## config.mk

```make
export PLATFORM = sky130hd
export DESIGN_NAME = inst_sram_like_slave_flat
export DESIGN_NICKNAME = d
export VERILOG_FILES = /design/src/rtl/inst_sram_like_slave_pkg.sv /design/src/rtl/inst_sram_like_slave_if.sv /design/src/rtl/inst_sram_like_slave_sync_fifo.sv /design/src/rtl/inst_sram_like_slave.sv /design/src/flat_wrapper.sv
export SDC_FILE = /design/constraint.sdc
export NUM_CORES = 1
export LEC_CHECK = 0
export ABC_AREA = 1
export BUFFER_PORTS_ARGS = -buffer_cell sky130_fd_sc_hd__clkbuf_2
export CAP_MARGIN = 10
export CELL_PAD_IN_SITES_DETAIL_PLACEMENT = 0
export CELL_PAD_IN_SITES_GLOBAL_PLACEMENT = 1
export CORE_UTILIZATION = 37
export CTS_BUF_LIST = sky130_fd_sc_hd__clkbuf_8
export DETAILED_ROUTE_END_ITERATION = 7
export HOLD_SLACK_MARGIN = 0.05
export PLACE_DENSITY = 0.91
export SYNTH_ARGS = -nofsm -noshare
export SYNTH_HDL_FRONTEND = slang
export SYNTH_SLANG_ARGS = --single-unit
```

## constraint.sdc

```tcl
create_clock -name clk -period 3 [get_ports clk]
set_clock_uncertainty 0.15 [all_clocks]
set_input_delay 0.45 -clock clk [delete_from_list [all_inputs] [get_ports clk]]
set_output_delay 0.45 -clock clk [all_outputs]
set_load 0.005 [all_outputs]
```

## src/rtl/inst_sram_like_slave_pkg.sv

```systemverilog
// Shared types and constants for the SRAM-like instruction-fetch responder.
// Holds the fetch request record, the FSM encoding and the legality rule.
package inst_sram_like_slave_pkg;

   localparam logic        RST_ENABLE  = 1'b1;
   localparam logic [31:0] ZERO_WORD   = 32'h0000_0000;
   localparam int          INST_ADDR_W = 32;
   localparam int          INST_W      = 32;
   localparam logic [1:0]  SIZE_WORD   = 2'b10;

   typedef enum logic [1:0] {
      IFS_IDLE  = 2'd0,
      IFS_WAIT  = 2'd1,
      IFS_ISSUE = 2'd2,
      IFS_RESP  = 2'd3
   } ifs_state_t;

   typedef struct packed {
      logic [INST_ADDR_W-1:0] addr;
      logic                   wr;
      logic [1:0]             size;
   } fetch_req_t;

   // Only aligned word reads reach the RAM; everything else answers with err.
   function automatic logic is_legal(fetch_req_t r);
      return !r.wr && (r.size == SIZE_WORD) && (r.addr[1:0] == 2'b00);
   endfunction

endpackage

```

## src/rtl/inst_sram_like_slave_if.sv

```systemverilog
// Fetch-side SRAM-like bus between the PC/fetch stage (master) and this responder (slave).
interface inst_sram_like_slave_if;
   import inst_sram_like_slave_pkg::*;

   logic                   req;
   logic                   wr;
   logic [1:0]             size;
   logic [INST_ADDR_W-1:0] addr;
   logic                   addr_ok;
   logic [INST_W-1:0]      rdata;
   logic                   data_ok;
   logic                   err;

   // A request transfers on every rising edge with req && addr_ok; addr_ok never looks
   // at req. data_ok is a one-cycle pulse per accepted request, in order, with no stall.
   modport master (output req, wr, size, addr, input addr_ok, rdata, data_ok, err);
   modport slave  (input req, wr, size, addr, output addr_ok, rdata, data_ok, err);

endinterface

```

## src/rtl/inst_sram_like_slave_sync_fifo.sv

```systemverilog
// In-order request queue: register array with wrap-around pointers and an occupancy count.
module sync_fifo #(
   parameter int WIDTH = 8,
   parameter int DEPTH = 2
) (
   input  logic                     clk,
   input  logic                     rst,
   input  logic                     push,
   input  logic                     pop,
   input  logic [WIDTH-1:0]         din,
   output logic [WIDTH-1:0]         dout,
   output logic [$clog2(DEPTH):0]   count,
   output logic                     empty,
   output logic                     full
);

   localparam int PW = $clog2(DEPTH);

   logic [WIDTH-1:0] mem [DEPTH];
   logic [PW-1:0]    wr_ptr;
   logic [PW-1:0]    rd_ptr;
   logic             do_push;
   logic             do_pop;

   assign empty   = (count == '0);
   assign full    = (count == (PW+1)'(DEPTH));
   assign do_push = push && !full;
   assign do_pop  = pop && !empty;
   assign dout    = mem[rd_ptr];

   always_ff @(posedge clk) begin
      if (rst) begin
         wr_ptr <= '0;
         rd_ptr <= '0;
         count  <= '0;
         for (int i = 0; i < DEPTH; i++) mem[i] <= '0;
      end else begin
         if (do_push) begin
            mem[wr_ptr] <= din;
            wr_ptr      <= wr_ptr + PW'(1);
         end
         if (do_pop) rd_ptr <= rd_ptr + PW'(1);
         case ({do_push, do_pop})
            2'b10:   count <= count + (PW+1)'(1);
            2'b01:   count <= count - (PW+1)'(1);
            default: count <= count;
         endcase
      end
   end

endmodule

```

## src/rtl/inst_sram_like_slave.sv

```systemverilog
// SRAM-like instruction-fetch responder: queues fetch addresses and reads a
// single-port synchronous instruction RAM, answering strictly in request order.
module inst_sram_like_slave
   import inst_sram_like_slave_pkg::*;
#(
   parameter int RAM_AW          = 14,
   parameter int WAIT_CYCLES     = 0,
   parameter int MAX_OUTSTANDING = 2
) (
   input  logic                       clk,
   input  logic                       rst,
   inst_sram_like_slave_if.slave      bus,
   output logic                       ram_en,
   output logic [RAM_AW-1:0]          ram_addr,
   input  logic [INST_W-1:0]          ram_rdata,
   output logic                       busy,
   output ifs_state_t                 dbg_state
);

   localparam int         CW        = $clog2(MAX_OUTSTANDING) + 1;
   localparam logic [2:0] WAIT_INIT = (WAIT_CYCLES > 0) ? 3'(WAIT_CYCLES - 1) : 3'd0;

   fetch_req_t      push_req;
   fetch_req_t      head;
   logic [CW-1:0]   count;
   logic            empty;
   logic            full;
   logic            push;
   logic            pop;
   logic            head_legal;
   ifs_state_t      state;
   logic [2:0]      wait_cnt;
   logic            data_ok_q;
   logic            err_q;

   assign push_req    = fetch_req_t'{addr: bus.addr, wr: bus.wr, size: bus.size};
   assign bus.addr_ok = (rst != RST_ENABLE) && !full;
   assign push        = bus.req && bus.addr_ok;
   assign pop         = (state == IFS_ISSUE);

   sync_fifo #(
      .WIDTH ($bits(fetch_req_t)),
      .DEPTH (MAX_OUTSTANDING)
   ) u_fifo (
      .clk   (clk),
      .rst   (rst),
      .push  (push),
      .pop   (pop),
      .din   (push_req),
      .dout  (head),
      .count (count),
      .empty (empty),
      .full  (full)
   );

   assign head_legal  = is_legal(head);
   assign ram_en      = (state == IFS_ISSUE) && head_legal;
   assign ram_addr    = ram_en ? head.addr[RAM_AW+1:2] : '0;
   assign bus.data_ok = data_ok_q;
   assign bus.err     = err_q;
   assign bus.rdata   = (data_ok_q && !err_q) ? ram_rdata : ZERO_WORD;
   assign busy        = (count != '0) || (state != IFS_IDLE);
   assign dbg_state   = state;

   always_ff @(posedge clk) begin
      if (rst == RST_ENABLE) begin
         state     <= IFS_IDLE;
         wait_cnt  <= 3'd0;
         data_ok_q <= 1'b0;
         err_q     <= 1'b0;
      end else begin
         data_ok_q <= (state == IFS_ISSUE);
         err_q     <= (state == IFS_ISSUE) && !head_legal;
         case (state)
            // Leaving IDLE on the accepting edge itself gives ram_en one cycle after the handshake.
            IFS_IDLE: begin
               if (!empty || push) begin
                  if (WAIT_CYCLES > 0) begin
                     state    <= IFS_WAIT;
                     wait_cnt <= WAIT_INIT;
                  end else begin
                     state <= IFS_ISSUE;
                  end
               end
            end
            IFS_WAIT: begin
               if (wait_cnt == 3'd0) state <= IFS_ISSUE;
               else                  wait_cnt <= wait_cnt - 3'd1;
            end
            IFS_ISSUE: state <= IFS_RESP;
            IFS_RESP: begin
               if (!empty) begin
                  if (WAIT_CYCLES > 0) begin
                     state    <= IFS_WAIT;
                     wait_cnt <= WAIT_INIT;
                  end else begin
                     state <= IFS_ISSUE;
                  end
               end else begin
                  state <= IFS_IDLE;
               end
            end
            default: state <= IFS_IDLE;
         endcase
      end
   end

endmodule

```

## src/flat_wrapper.sv

```systemverilog
// flat-port wrapper written by rule: the top's interface ports become plain ports
module inst_sram_like_slave_flat import inst_sram_like_slave_pkg::*;
#(
   parameter int RAM_AW          = 14,
   parameter int WAIT_CYCLES     = 0,
   parameter int MAX_OUTSTANDING = 2
)
  (clk, rst, ram_en, ram_addr, ram_rdata, busy, dbg_state, bus_req, bus_wr, bus_size, bus_addr, bus_addr_ok, bus_rdata, bus_data_ok, bus_err);
  inst_sram_like_slave_if bus_i ();
  input  logic clk;
  input  logic rst;
  output logic ram_en;
  output logic [RAM_AW-1:0] ram_addr;
  input  logic [INST_W-1:0] ram_rdata;
  output logic busy;
  output ifs_state_t dbg_state;
  input wire logic [$bits(bus_i.req)-1:0] bus_req;
  input wire logic [$bits(bus_i.wr)-1:0] bus_wr;
  input wire logic [$bits(bus_i.size)-1:0] bus_size;
  input wire logic [$bits(bus_i.addr)-1:0] bus_addr;
  output wire logic [$bits(bus_i.addr_ok)-1:0] bus_addr_ok;
  output wire logic [$bits(bus_i.rdata)-1:0] bus_rdata;
  output wire logic [$bits(bus_i.data_ok)-1:0] bus_data_ok;
  output wire logic [$bits(bus_i.err)-1:0] bus_err;
  assign bus_i.req = bus_req;
  assign bus_i.wr = bus_wr;
  assign bus_i.size = bus_size;
  assign bus_i.addr = bus_addr;
  assign bus_addr_ok = bus_i.addr_ok;
  assign bus_rdata = bus_i.rdata;
  assign bus_data_ok = bus_i.data_ok;
  assign bus_err = bus_i.err;
  inst_sram_like_slave #(.RAM_AW(RAM_AW), .WAIT_CYCLES(WAIT_CYCLES), .MAX_OUTSTANDING(MAX_OUTSTANDING)) u_core (.clk(clk), .rst(rst), .bus(bus_i), .ram_en(ram_en), .ram_addr(ram_addr), .ram_rdata(ram_rdata), .busy(busy), .dbg_state(dbg_state));
endmodule
```

* After elaboration in Yosys (flattened, before gate mapping)
Memories as Yosys holds them, arrays and structs flattened. A register that Yosys moved wholly into a read port is not among the register bits.
Cells that the tools add are included.
** Operators by class
- Reduce and logical (&&, ||, !) cells :: 26
- Bitwise operators :: 2
- Multiplexer cells :: 17
- Add/subtract/negate cells :: 5
- Eq/ne operators :: 9
** Operator list (number)
- $mux 35 :: 1
- $reduce_or 35->1 :: 1
- $mux 32 :: 1
- $mux 14 :: 1
- $eq 2x2->1 const B :: 5
- $logic_and 1x1->1 :: 9
- $mux 1 :: 9
- $pmux 2 s4 :: 1
- $logic_not 2->1 :: 3
- $mux 2 :: 3
- $reduce_bool 2->1 :: 3
- $logic_not 1->1 :: 5
- $eq 2x1->1 const B :: 2
- $ne 2x1->1 const B :: 2
- $pmux 2 s2 :: 1
- $reduce_and 2->1 :: 2
- $logic_not 3->1 :: 1
- $sub 3x1->3 const B :: 1
- $add 1x1->1 const B :: 2
- $add 2x1->2 const B :: 1
- $logic_or 1x1->1 :: 2
- $not 1->1 :: 2
- $sub 2x1->2 const B :: 1
** Word-level totals
- Logic and storage cells :: 67
- Register bits :: 11
- Bits in writable memories :: 70
- Memories kept :: 1
** Memories
- u_core.u_fifo.mem :: words 2, bits a word 35, read ports 1, clocked after Yosys merged registers in 1, wr ports 2, RTL line inst_sram_like_slave_sync_fifo.sv:19 : logic [WIDTH-1:0] mem [DEPTH];

* Logic depth before layout (Yosys ltp)
- Depth in word-level cells :: 10
- Gate-level depth with buffers :: 8
- Mapped depth without buffers :: 8

* Cells and area by module
From an unflattened synthesis, not the netlist that was laid out.
** Unflattened totals
- Cell total of the unflattened synthesis :: 406
- Area, all modules :: 4088.9 µm²
** By module, submodules not included
- sync_fifo :: instances 1, area each 3335.7 µm², seq. area each 2202.1 µm², cells an instance 260
- inst_sram_like_slave :: instances 1, area each 753.2 µm², seq. area each 140.1 µm², cells an instance 146

* Least setup slack after synthesis
OpenSTA, ideal clock, no wires.
- Kind :: input to register
- From :: in rst
- To :: mem u_core.u_fifo.mem[0][0] (netlist bit), enable pin
- Stages on the path :: 4
- Required time :: 2474 ps
- Buffers on the path :: 1
- Library setup time :: 376 ps
- Arrival time :: 1279 ps
- Setup slack :: 1195 ps
- Cell sequence :: a21oi_2 nand3_2 buf_6 nand2_1
** RTL lines
- start: declaration :: RTL line flat_wrapper.sv:11 : input logic rst;
- end: declaration :: RTL line inst_sram_like_slave_sync_fifo.sv:19

==> flow_metrics.py <==
metrics = {
    "setup_path": {
        "worstPathCellList": "nand2_2 > inv_2 > nand3_2 > nand2_2 > nand2_4 > nor2_1 > clkbuf_2",
        "cp_slowest_cell": "dfxtp_1",
        "crit_family": "simple AND/OR/NAND/NOR gates",
        "crit_type": "register to primary output",
        "cp_common_cell": "nand2_2",
        "rr_worst_depth": 6,
        "worstSetupStartpointType": "register",
        "cp_max_fo": 15,
        "worst_setup_path_end_kind": "primary output",
        "slowest_delay_ns": 0.66,
        "arrival_ns": 1.85,
        "crit_required_ns": 2.40,
        "timing.reg2reg.setup_slack_ns": 1.22,
        "worst-path-stages": 7,
        "cp.buffers_inverters": 2,
    },
    "layout": {
        "fillers": 666,
        "drive_above_1_share_pct": 39.41,
        "final_cell_mix": "clkbuf_2 (106), nor2_1 (77), inv_1 (64)",
        "synthToLayoutAreaGrowth_pct": 26.35,
        "final_common_cell": "clkbuf_2",
        "antenna_cells": 0,
        "final_area_mm2": 0.003336,
        "fin_nets": 478,
    },
    "routing": {
        "dr_wl_met2_mm": 2.642,
        "via_count": 2116,
        "wirelength_mm": 5.172,
        "dr.pass1.iters": 4,
        "ant_nets": 0,
        "drc": 0,
        "top_layer": "met4",
        "met3_length_um": 426,
        "routedWlPerCell_um": 10.30,
        "drt_iter0_markers": 71,
        "drt-met1-wl_mm": 1.990,
        "vias_per_cell": 4.215,
    },
    "grt": {
        "grt_pass1_wl_mm": 7.707,
        "grt_util_all_layers_pct": 13.53,
        "grt_max_degree": 33,
        "grt_pass1_vias": 1883,
        "grt_overflow": 0,
        "antenna_found_initial": 0,
    },
    "timing": {
        "hold_viol_final": 0,
        "min_period_over_period_pct": 81.53,
        "rsz0062_at_grt": "false",
        "relSlewSlack_pct": 39.26,
        "tns_ns": 0,
        "clock.fmax_mhz": 408.8,
        "drv_slew": 0,
        "worst_pin_slew_ns": 0.9089,
        "final.min_clock_period_ns": 2.446,
        "finalSetupViolCount": 0,
    },
    "die": {
        "dieArea_mm2": 0.007477,
        "io_pins": 123,
        "core_mm2": 0.006832,
        "initial_core_util_pct": 38.64,
        "die_w_um": 86.47,
        "placementRows": 30,
        "die_y_um": 86.47,
    },
    "synth": {
        "synth.top_cells.by_area": "edfxtp_1 (43%), nor2_1 (11%), dfxtp_1 (9.1%)",
        "ys_ff_latch": 50,
        "yosysTopAreaCellShare_pct": 43.22,
        "syn_avg_cell_area_um2": 8.859,
        "yosys_warnings": 0,
        "ys_seq_area_share_pct": 52.32,
        "synth.cell_area_mm2": 0.002640,
        "synth_top_cell_by_area": "edfxtp_1",
        "synth_cell_types": 24,
        "syn_nets": 371,
        "synthCells": 298,
    },
    "clock_tree": {
        "cts_made_buffers": 5,
        "cts_setup_buffers": 0,
        "path_clk_slew_ns": 0.09,
        "cts_tree": "built",
        "clkSinkCount": 50,
        "cts_buffer_depth": 2,
        "cts_max_level": 2,
        "clkLatencyLatePin_ns": 0.31,
        "cts.repair.resized": 0,
        "cts-root-buf": "clkbuf_8",
        "ctsHoldBuffers": 0,
    },
    "power_and_ir_drop": {
        "p_leak_nw": 1.756,
        "ir_drop_uv": 260.3,
        "power.density_mw_per_mm2": 452.1,
    },
    "flow_run": {
        "maxCapViolations": 0,
    },
    "place": {
        "place_congestion": 0.7505,
        "numPortBuffers": 106,
        "post-dp-hpwl_mm": 3.894,
        "dpl_cell_area_mm2": 0.003238,
    },
    "min_path": {
        "hold_path_class": "input pin to register",
        "hold_depth": 2,
    },
    "status": {
        "status": "finished clean",
    },
}
[kinds of logic after synthesis]
family	count (synthesis)	share of synthesized area (%)
fa+ha+maj	3	1.422
compound gates	9	1.848
simple gates	141	25.73
mux	14	5.308
flops	50	52.32
buf+inv	81	13.36
[per-stage QoR]
step           hold WS [ns]  setup WS [ns]  util [%]  instances  power, W
4_1_cts              0.2056         0.5248     48.83        502  0.001524
6_report             0.2154         0.5540     48.83        502  0.001508
3_5_place_dp         0.3223         0.8817     47.40        494  0.001115
3_3_place_gp         0.3151         0.9044     47.40        494  0.001107
2_1_floorplan        0.3050          1.195         -        298  0.001013
5_1_grt              0.2063         0.3803     48.83        502  0.001590
[area by class of cell]
| class | count | area (µm²) | area share [%] |
|---|---|---|---|
| clock buffer | 5 | 68.82 | 2.063 |
| timing repair buffer | 111 | 568.0 | 17.03 |
| tap | 96 | 120.1 | 3.601 |
| multi-input combinational | 167 | 905.9 | 27.16 |
| clock inverter | 3 | 28.78 | 0.8627 |
| inverter | 70 | 262.8 | 7.877 |
| sequential | 50 | 1381 | 41.41 |
[Yosys cell counts, drive strengths merged]
master / n
nand3: 6
inv: 70
nand4: 1
o21ai: 3
clkbuf: 3
nand2: 28
buf: 8
nor2: 105
edfxtp: 38
a21oi: 6
ha: 3
dfxtp: 12
mux2i: 14
or2: 1
[report_power, final]
part	switching, W	internal, W	leakage, nW
Clock	0.000240	0.000173	0.0502
Sequential	0.0000269	0.000798	0.496
Combinational	0.000158	0.000112	1.21
Total	0.000426	0.00108	1.76
[final timing paths]
kind                                from                       to
setup reg to reg  u_core.u_fifo.count[0]  u_core.u_fifo.mem[0][0]
hold reg to reg       u_core.wait_cnt[1]       u_core.wait_cnt[1]
hold / removal                       rst      u_core.dbg_state[0]
setup / recovery                register             ram_addr[13]
[state kept, by name, indices dropped and copies added (netlist names), named ones only]
name	cells
u_core.wait_cnt	3
u_core.u_fifo.wr_ptr	1
u_core.u_fifo.mem	38
u_core.u_fifo.count	2
u_core.bus.err	1
u_core.dbg_state	2
u_core.u_fifo.rd_ptr	1
u_core.bus.data_ok	1
[per-layer routing]
metal  vias to the layer above  track usage [%]
met1                       910            13.30
met5                         -                0
met2                        95            26.84
li1                       1099                -
met4                         0            6.212
met3                        12            2.762
[worst reg2reg max path, stage by stage (launching register included)]
cell     delay [ns]
dfxtp_1        0.38
inv_2          0.08
a21oi_2        0.18
nand3_2        0.07
buf_4          0.24
nand2_1        0.09
buf_4          0.27
(Power assumes the default switching activity.)
